$ cat src/rtl/spi_sd_multi_rd_ctrl.sv
`default_nettype none
// ============================================================================
// Module   : spi_sd_multi_rd_ctrl
// Purpose  : Wishbone master sequencer for the SPI/SD host register file.
//            Brings the card up (with retries), then serves multi-sector read
//            requests. Each 512-byte sector is streamed into a downstream
//            sector buffer, and the controller waits for buf_ready between
//            sectors.
// Ports    : wb_clk_i/wb_rst_i  - clock, asynchronous active-high reset
//            wb_*               - 8-bit Wishbone master (adr/dat/we/stb/ack)
//            rd_start/sector/count - read request (one-cycle start pulse)
//            buf_ready          - consumer can accept the next sector
//            init_done/init_err - card state (init_err sticky until reset)
//            rd_busy/rd_done/rd_err - request status and completion pulses
//            buf_wr/addr/data/sect  - sector buffer write port
//            state              - FSM state for debug
// Revision : 1.0 - initial release
// ============================================================================
module spi_sd_multi_rd_ctrl #(
    parameter int SEC_ADDR_W = 23,
    parameter int SECT_CNT_W = 8,
    parameter bit BLOCK_ADDR = 1'b0,
    parameter int INIT_DELAY = 15,
    parameter int POLL_LIMIT = 4095,
    parameter int INIT_RETRY = 2
) (
    input  logic                  wb_clk_i,
    input  logic                  wb_rst_i,
    output logic [7:0]            wb_adr_o,
    output logic [7:0]            wb_dat_o,
    input  logic [7:0]            wb_dat_i,
    output logic                  wb_we_o,
    output logic                  wb_stb_o,
    input  logic                  wb_ack_i,
    input  logic                  rd_start,
    input  logic [SEC_ADDR_W-1:0] rd_sector,
    input  logic [SECT_CNT_W-1:0] rd_count,
    input  logic                  buf_ready,
    output logic                  init_done,
    output logic                  init_err,
    output logic                  rd_busy,
    output logic                  rd_done,
    output logic                  rd_err,
    output logic                  buf_wr,
    output logic [8:0]            buf_addr,
    output logic [7:0]            buf_data,
    output logic [SECT_CNT_W-1:0] buf_sect,
    output logic [3:0]            state
);

    // Register map of the host core
    localparam logic [7:0] c_REG_TYPE   = 8'h02;
    localparam logic [7:0] c_REG_START  = 8'h03;
    localparam logic [7:0] c_REG_STATUS = 8'h04;
    localparam logic [7:0] c_REG_ADDR0  = 8'h07;
    localparam logic [7:0] c_REG_FIFO   = 8'h10;
    localparam logic [7:0] c_TYPE_INIT  = 8'h01;
    localparam logic [7:0] c_TYPE_READ  = 8'h02;
    localparam logic [7:0] c_GO         = 8'h01;
    localparam logic [7:0] c_ST_OK      = 8'h00;
    localparam logic [7:0] c_ST_BUSY    = 8'h01;

    // Counter widths carry +2 headroom so a zero parameter never yields a
    // zero-width vector.
    localparam int c_DLY_W  = $clog2(INIT_DELAY + 2);
    localparam int c_POLL_W = $clog2(POLL_LIMIT + 2);
    localparam int c_RTRY_W = $clog2(INIT_RETRY + 2);
    localparam logic [c_DLY_W-1:0]  c_DLY_INIT  = c_DLY_W'(INIT_DELAY);
    localparam logic [c_POLL_W-1:0] c_POLL_LAST = c_POLL_W'(POLL_LIMIT - 1);
    localparam logic [c_RTRY_W-1:0] c_RTRY_MAX  = c_RTRY_W'(INIT_RETRY);

    typedef enum logic [3:0] {
        ST_IDLE       = 4'd0,
        ST_INIT_TYPE  = 4'd1,
        ST_INIT_START = 4'd2,
        ST_INIT_POLL  = 4'd3,
        ST_ADDR       = 4'd4,
        ST_RD_TYPE    = 4'd5,
        ST_RD_START   = 4'd6,
        ST_RD_POLL    = 4'd7,
        ST_FIFO_RD    = 4'd8,
        ST_SECT_WAIT  = 4'd9,
        ST_DONE       = 4'd10,
        ST_INIT_FAIL  = 4'd11
    } state_t;

    state_t                  state_q;
    logic [7:0]              adr_q, dat_q, rdat_q;
    logic                    we_q, stb_q;
    logic                    init_done_q, init_err_q;
    logic                    rd_busy_q, rd_done_q, rd_err_q, buf_wr_q;
    logic [8:0]              buf_addr_q;
    logic [SECT_CNT_W-1:0]   buf_sect_q, cnt_q;
    logic [SEC_ADDR_W-1:0]   sector_q;
    logic [1:0]              byte_idx_q;
    logic [c_DLY_W-1:0]      delay_q;
    logic [c_POLL_W-1:0]     poll_q;
    logic [c_RTRY_W-1:0]     retry_q;

    logic                    w_ack;
    logic                    w_bus_req;
    logic [7:0]              w_adr, w_dat, w_addr_byte;
    logic                    w_we;
    logic [31:0]             w_sec32, w_card_addr;

    // Only an ack that lands on an active strobe completes a transfer.
    assign w_ack = stb_q & wb_ack_i;

    assign w_sec32     = 32'(sector_q);
    assign w_card_addr = BLOCK_ADDR ? w_sec32 : (w_sec32 << 9);

    always_comb begin
        w_addr_byte = w_card_addr[7:0];
        case (byte_idx_q)
            2'd0:    w_addr_byte = w_card_addr[7:0];
            2'd1:    w_addr_byte = w_card_addr[15:8];
            2'd2:    w_addr_byte = w_card_addr[23:16];
            default: w_addr_byte = w_card_addr[31:24];
        endcase
    end

    // Bus request belonging to each bus-facing state.
    always_comb begin
        w_bus_req = 1'b1;
        w_adr     = 8'h00;
        w_dat     = 8'h00;
        w_we      = 1'b0;
        case (state_q)
            ST_INIT_TYPE: begin
                w_adr = c_REG_TYPE;  w_dat = c_TYPE_INIT; w_we = 1'b1;
            end
            ST_INIT_START, ST_RD_START: begin
                w_adr = c_REG_START; w_dat = c_GO;        w_we = 1'b1;
            end
            ST_INIT_POLL, ST_RD_POLL: begin
                w_adr = c_REG_STATUS;
            end
            ST_ADDR: begin
                w_adr = c_REG_ADDR0 + {6'd0, byte_idx_q};
                w_dat = w_addr_byte;
                w_we  = 1'b1;
            end
            ST_RD_TYPE: begin
                w_adr = c_REG_TYPE;  w_dat = c_TYPE_READ; w_we = 1'b1;
            end
            ST_FIFO_RD: begin
                w_adr = c_REG_FIFO;
            end
            default: w_bus_req = 1'b0;
        endcase
    end

    always_ff @(posedge wb_clk_i or posedge wb_rst_i) begin
        if (wb_rst_i) begin
            state_q     <= ST_IDLE;
            adr_q       <= '0;
            dat_q       <= '0;
            rdat_q      <= '0;
            we_q        <= 1'b0;
            stb_q       <= 1'b0;
            init_done_q <= 1'b0;
            init_err_q  <= 1'b0;
            rd_busy_q   <= 1'b0;
            rd_done_q   <= 1'b0;
            rd_err_q    <= 1'b0;
            buf_wr_q    <= 1'b0;
            buf_addr_q  <= '0;
            buf_sect_q  <= '0;
            cnt_q       <= '0;
            sector_q    <= '0;
            byte_idx_q  <= '0;
            delay_q     <= c_DLY_INIT;
            poll_q      <= '0;
            retry_q     <= '0;
        end else begin
            rd_done_q <= 1'b0;
            rd_err_q  <= 1'b0;
            buf_wr_q  <= 1'b0;

            // buf_addr advances after the write it labelled, so 511 wraps
            // to 0 once the last byte of a sector has been presented.
            if (buf_wr_q) begin
                buf_addr_q <= buf_addr_q + 9'd1;
            end

            // A bus state issues its transfer whenever the strobe is idle;
            // the strobe drops on the cycle after the ack.
            if (w_bus_req && !stb_q) begin
                adr_q <= w_adr;
                dat_q <= w_dat;
                we_q  <= w_we;
                stb_q <= 1'b1;
            end
            if (w_ack) begin
                stb_q  <= 1'b0;
                rdat_q <= wb_dat_i;
            end

            case (state_q)
                ST_IDLE: begin
                    if (delay_q != '0) begin
                        delay_q <= delay_q - c_DLY_W'(1);
                    end else if (!init_done_q && !init_err_q) begin
                        state_q <= ST_INIT_TYPE;
                    end else if (rd_start && init_done_q && !init_err_q) begin
                        sector_q   <= rd_sector;
                        cnt_q      <= rd_count;
                        buf_sect_q <= '0;
                        buf_addr_q <= '0;
                        byte_idx_q <= '0;
                        rd_busy_q  <= 1'b1;
                        state_q    <= (rd_count == '0) ? ST_DONE : ST_ADDR;
                    end
                end
                ST_INIT_TYPE: begin
                    if (w_ack) state_q <= ST_INIT_START;
                end
                ST_INIT_START: begin
                    if (w_ack) begin
                        poll_q  <= '0;
                        state_q <= ST_INIT_POLL;
                    end
                end
                ST_INIT_POLL: begin
                    if (w_ack) begin
                        if (wb_dat_i == c_ST_OK) begin
                            init_done_q <= 1'b1;
                            state_q     <= ST_IDLE;
                        end else if (wb_dat_i == c_ST_BUSY && poll_q != c_POLL_LAST) begin
                            poll_q <= poll_q + c_POLL_W'(1);
                        end else if (retry_q < c_RTRY_MAX) begin
                            retry_q <= retry_q + c_RTRY_W'(1);
                            state_q <= ST_INIT_TYPE;
                        end else begin
                            init_err_q <= 1'b1;
                            state_q    <= ST_INIT_FAIL;
                        end
                    end
                end
                ST_ADDR: begin
                    if (w_ack) begin
                        byte_idx_q <= byte_idx_q + 2'd1;
                        if (byte_idx_q == 2'd3) state_q <= ST_RD_TYPE;
                    end
                end
                ST_RD_TYPE: begin
                    if (w_ack) state_q <= ST_RD_START;
                end
                ST_RD_START: begin
                    if (w_ack) begin
                        poll_q  <= '0;
                        state_q <= ST_RD_POLL;
                    end
                end
                ST_RD_POLL: begin
                    if (w_ack) begin
                        if (wb_dat_i == c_ST_OK) begin
                            state_q <= ST_FIFO_RD;
                        end else if (wb_dat_i == c_ST_BUSY && poll_q != c_POLL_LAST) begin
                            poll_q <= poll_q + c_POLL_W'(1);
                        end else begin
                            rd_err_q  <= 1'b1;
                            rd_busy_q <= 1'b0;
                            state_q   <= ST_IDLE;
                        end
                    end
                end
                ST_FIFO_RD: begin
                    if (w_ack) begin
                        buf_wr_q <= 1'b1;
                        if (buf_addr_q == 9'd511) begin
                            cnt_q <= cnt_q - SECT_CNT_W'(1);
                            if (cnt_q == SECT_CNT_W'(1)) begin
                                state_q <= ST_DONE;
                            end else begin
                                sector_q <= sector_q + SEC_ADDR_W'(1);
                                state_q  <= ST_SECT_WAIT;
                            end
                        end
                    end
                end
                ST_SECT_WAIT: begin
                    // buf_sect moves on only here so it stays stable across
                    // the final write of the previous sector.
                    if (buf_ready) begin
                        buf_sect_q <= buf_sect_q + SECT_CNT_W'(1);
                        state_q    <= ST_ADDR;
                    end
                end
                ST_DONE: begin
                    rd_done_q <= 1'b1;
                    rd_busy_q <= 1'b0;
                    state_q   <= ST_IDLE;
                end
                ST_INIT_FAIL: begin
                    state_q <= ST_INIT_FAIL;
                end
                default: state_q <= ST_IDLE;
            endcase
        end
    end

    assign wb_adr_o  = adr_q;
    assign wb_dat_o  = dat_q;
    assign wb_we_o   = we_q;
    assign wb_stb_o  = stb_q;
    assign init_done = init_done_q;
    assign init_err  = init_err_q;
    assign rd_busy   = rd_busy_q;
    assign rd_done   = rd_done_q;
    assign rd_err    = rd_err_q;
    assign buf_wr    = buf_wr_q;
    assign buf_addr  = buf_addr_q;
    assign buf_data  = rdat_q;
    assign buf_sect  = buf_sect_q;
    assign state     = state_q;

endmodule
`default_nettype wire

$ cat config.mk
export PLATFORM = sky130hd
export DESIGN_NAME = spi_sd_multi_rd_ctrl
export DESIGN_NICKNAME = d
export VERILOG_FILES = /design/src/rtl/spi_sd_multi_rd_ctrl.sv
export SDC_FILE = /design/constraint.sdc
export NUM_CORES = 1
export LEC_CHECK = 0
export CORE_ASPECT_RATIO = 1.1
export CORE_MARGIN = 8
export CORE_UTILIZATION = 54
export CTS_CLUSTER_DIAMETER = 120
export DETAILED_ROUTE_END_ITERATION = 10
export PLACE_DENSITY = 0.9
export SLEW_MARGIN = 20
export SYNTH_ARGS = -nofsm -noshare
export SYNTH_HDL_FRONTEND = slang
export SYNTH_SLANG_ARGS = --single-unit
$ cat constraint.sdc
create_clock -name wb_clk_i -period 4.2 [get_ports wb_clk_i]
set_input_delay 0.63 -clock wb_clk_i [delete_from_list [all_inputs] [get_ports wb_clk_i]]
set_output_delay 0.63 -clock wb_clk_i [all_outputs]
set_load 0.1 [all_outputs]
# Word level (Yosys, flattened, before mapping)
# Cells that the tools add are included.
# word_totals
word_cells,188
reg_bits,106
out_inout_bits,53
# classes
n_bitwise,4
n_mux,76
order_cmp,1
addsub,9
n_eq_ne,42
n_reduce_logical,36
# op_table
operator,count
$mux W23,6
$mux W4,20
$mux W8,9
$mux W13,4
$pmux W8 S3,2
$pmux W23 S2,1
$mux W9,5
$pmux W4 S11,1
$ne A2 B2 Y1 const B,18
$pmux W8 S2,2
$pmux W13 S2,1
$pmux W5 S5,1
$reduce_and A5 Y1,5
$add A23 B1 Y23 const B,1
$mux W1,17
$eq A4 B3 Y1 const B,4
$eq A4 B4 Y1 const B,4
$eq A8 B1 Y1 const B,2
$logic_not A8 Y1,2
$reduce_and A15 Y1,1
$reduce_and A7 Y1,2
$add A13 B1 Y13 const B,1
$ne A13 B12 Y1 const B,1
$mux W2,5
32 further kinds,53

# Logic depth before layout (Yosys ltp)
# logic_depth
depth_word,6
ltp_mapped,10

# Least setup slack after synthesis
# No wires, ideal clock.
# synth_timing
kind,register to register
startpoint,"register buf_addr_q[0], in the netlist buf_addr[0]"
endpoint,"register state_q[1], in the netlist state[1]"
required_ns,4.075
path_slack_ns,1.446
n_path_buf,0
setup_ns,0.125
path_stages_with_launch,10
arrival_ns,2.630
cell_sequence,dfrtp_1 > ha_1 > nand3_1 > nor2_1 > ha_1 > o32ai_1 > a211oi_1 > o2111ai_1 > a21oi_2 > mux2_2
# synth_via
elab_chain_len,3
# synth_rtl
item,line,source
start: declaration,92,logic [8:0] buf_addr_q;
start signal: assignment,183,buf_addr_q <= buf_addr_q + 9'd1;
$eq A9 B9 Y1,271,if (buf_addr_q == 9'd511) begin
$ne A2 B2 Y1 (no line),-,
$reduce_and A15 Y1 (no line),-,
end signal: assignment,212,state_q <= (rd_count == '0) ? ST_DONE : ST_ADDR;
end: declaration,87,state_t state_q;
# Every way passes these cells.
# A chain may end at the register's enable or synchronous reset.

# Final worst setup path
# layout_timing
startpoint,"register state_q[2], in the netlist state[2]"
endpoint,register sector_q[16]
# layout_via
elab_chain_len,3
word_cells_on_any_way,11
classes_between,eq/ne (7); mux (1); reduce/logical (3)
# layout_rtl
item,line,source
$eq A4 B4 Y1 / $logic_not A4 Y1 (equally long branches),199,case (state_q)
$ne A2 B2 Y1 (no line) / $reduce_bool A2 Y1 (equally long branches),-,
$reduce_and A7 Y1 (no line),-,
end signal: assignment,206,sector_q <= rd_sector;
end signal: assignment,276,sector_q <= sector_q + SEC_ADDR_W'(1);
end: declaration,94,logic [SEC_ADDR_W-1:0] sector_q;
# Parallel ways exist; a longest one is shown, timed or not.

==> results.json <==
{
  "fmaxAchievable_mhz": 318,
  "number_of_antenna_violations_at_the_first_check_in_global_routing": 0,
  "syn_inst": 652,
  "layout.cells.most_common_list": "99 x dfrtp_1, 96 x nand2_1, 93 x clkdlybuf4s50_1",
  "fin_nets": 786,
  "die_area_sq_um": 14100,
  "cts_tree": "done",
  "synth_edf_count": 0,
  "status": "complete, no violations",
  "n_antenna_cell": 0,
  "drive_above_1_share": 0.0600,
  "worst_slew_pin_slew_ns": 1.06,
  "max-cap-violations": 0,
  "globalRouteTotalUtil": 0.225,
  "synth-seq-area-share": 0.452,
  "hold_path.class": "flop to flop",
  "routed_wirelength_um": 15700,
  "drtPass1Iterations": 5,
  "yosysWarnings": 0,
  "rows": 39,
  "post_synth_num_cell_types": 70,
  "worst_ep_required_ns": 4.46,
  "cts_setup_buffers": 0,
  "portBuffers": 93,
  "cts_sinks": 103,
  "drt_first_iter_violations": 544,
  "final.setup_skew_ns": 0.00790,
  "ioPinCount": 97,
  "post_synth_instance_area_sq_um": 5720,
  "critPathArrivalTime_ns": 3.41,
  "yosys_register_bits": 103,
  "drtAntennaViolNets": 0,
  "place_hpwl_um": 11300,
  "number_of_hold_buffers_added_after_cts": 0,
  "floorplan.initialDensity": 0.552,
  "cts-root-buf": "clkbuf_16",
  "finish.cell_count_without_fillers": 876,
  "grt_pass1_wl_um": 25600,
  "grt_max_degree": 88,
  "post-route-min-period_ns": 3.15,
  "drc_errors": 0,
  "wl_per_cell_um": 17.9,
  "cts_max_path_buffers": 2,
  "power_per_cell_area_nw_per_um2": 784,
  "final.period_utilization": 0.750,
  "clk-insertion-delay-late_ns": 0.35,
  "grt.overflow.total": 0,
  "dpl.cell_count": 860,
  "dr_total_vias": 5417,
  "clkSlewWorstSetupHoldPaths_ns": 0.07,
  "power.ir.vdd_worst_mv": 0.715,
  "setup_viol": 0,
  "first_global_vias": 5199,
  "die_x_um": 114,
  "syn_to_final_growth_pct": 22.7,
  "drt-vias-per-instance": 6.18,
  "die_h_um": 124,
  "setup_tns_ns": 0,
  "synth_ff_type": "dfrtp_1",
  "timing.slew.headroom": 0.293,
  "postSynthAreaPerCell_sq_um": 8.77,
  "power.static_leakage_nw": 2.90,
  "timing.final.max_slew_violations": 0,
  "core_region_area_sq_um": 10300,
  "layout_commonest_cell": "dfrtp_1",
  "ys_async_sr_fraction": 1.00,
  "post_cts.resized_instances": 0,
  "hold_viol": 0,
  "critical_path.max_fanout": 30,
  "cts_inserted_buffers": 9,
  "hold_slack_ns": 0.477,
  "crit_path_start_kind": "flop",
  "globalplace.congestion": 0.935,
  "htree_levels": 3,
  "worst-setup-path-type": "flop to flop",
  "grt_setup_unrepaired": "false",
  "end_kind": "flop"
}
-- through the flow --
stage	setup slack, ns	area [sq um]	total power [mW]	utilization
2_1_floorplan	0.873	5720	3.87	-
3_3_place_gp	1.26	6710	4.52	0.649
3_5_place_dp	1.10	6710	4.63	0.649
4_1_cts	1.09	7010	5.47	0.678
5_1_grt	0.874	7010	5.77	0.678
6_report	1.05	7010	5.50	0.678
-- final timing paths --
path,startpoint,cells after the start,slack (ns),endpoint
max in group asynchronous,wb_rst_i,3,2.62,sector_q[6]
hold reg to reg,delay_q[4],1,0.48,delay_q[4]
min in group asynchronous,wb_rst_i,2,0.81,poll_q[5]
setup / recovery,state[2],6,1.05,sector_q[16]
setup reg to reg,state[2],6,1.05,sector_q[16]
hold / removal,delay_q[4],1,0.48,delay_q[4]
-- logic make-up (layout without fill, tap and decap cells) --
logic type,Yosys count,in the layout,share of synthesized area
AO/OA/AOI/OAI,177,177,0.190
XOR/XNOR,23,23,0.0352
adder cells (fa/ha/maj),14,14,0.0306
buffers and inverters,55,134,0.0418
flip-flops,103,103,0.452
multiplexers,7,7,0.0127
other,1,3,0.000656
AND/OR/NAND/NOR,272,272,0.237
-- sequential cells by signal, indices dropped and copies added (netlist names) --
name / flops
buf_addr: 9
buf_data: 8
buf_sect: 8
buf_wr: 1
byte_idx_q: 2
cnt_q: 8
delay_q: 5
init_done: 1
init_err: 1
poll_q: 13
rd_busy: 1
rd_done: 1
rd_err: 1
retry_q: 2
sector_q: 23
state: 4
wb_adr_o: 5
wb_dat_o: 8
wb_stb_o: 1
wb_we_o: 1
-- cells in the mapped netlist (3+ instances only) --
library cell / n / area (sq um)
a21o_1: 6 / 45.0
a21oi_1: 57 / 285
a22oi_1: 10 / 75.1
a31oi_1: 5 / 31.3
and3_1: 7 / 43.8
buf_2: 11 / 55.1
buf_4: 3 / 22.5
clkbuf_1: 21 / 78.8
dfrtp_1: 99 / 2480
dfstp_2: 4 / 105
ha_1: 14 / 175
inv_1: 19 / 71.3
mux2i_1: 5 / 50.1
nand2_1: 96 / 360
nand3_1: 29 / 145
nand4_1: 12 / 75.1
nor2_1: 64 / 240
nor3_1: 20 / 100
nor3b_1: 4 / 30.0
nor4_1: 5 / 31.3
nor4_4: 3 / 63.8
o211ai_1: 3 / 22.5
o21ai_0: 39 / 195
o21ai_1: 7 / 35.0
o22ai_1: 10 / 62.6
o31ai_1: 11 / 82.6
or3_1: 9 / 56.3
xnor2_1: 6 / 52.6
xor2_1: 17 / 149
-- worst max-delay path, stage by stage (launching register included) --
cell and delay (ns):
dfrtp_1 0.64, or4_1 0.65, nor4_4 0.27, buf_4 0.30, o21a_1 0.83, a21oi_1 0.18, a21oi_1 0.18
-- layer usage --
layer	track usage	up-vias	wire length, um
li1	-	2486	-
met1	0.288	2606	6330
met2	0.362	279	7490
met3	0.0422	46	1330
met4	0.110	0	530
met5	0	-	0
-- area by class of cell --
| class | instances | area, sq um |
|---|---|---|
| clock inverter | 2 | 12.5 |
| clock buffer | 14 | 284 |
| sequential | 103 | 2580 |
| fill | 800 | 3330 |
| tap | 143 | 179 |
| timing repair buffer | 99 | 976 |
| multi-input combinational | 496 | 2900 |
| inverter | 19 | 76.3 |
-- report_power, final --
| group | switching (mW) | total, mW | internal, mW | leakage (nW) |
|---|---|---|---|---|
| logic | 2.12 | 2.94 | 0.818 | 1.47 |
| clock network | 0.365 | 0.832 | 0.467 | 0.145 |
| registers | 0.419 | 1.73 | 1.31 | 1.28 |
No activity file was read; power rests on OpenSTA's default activity.
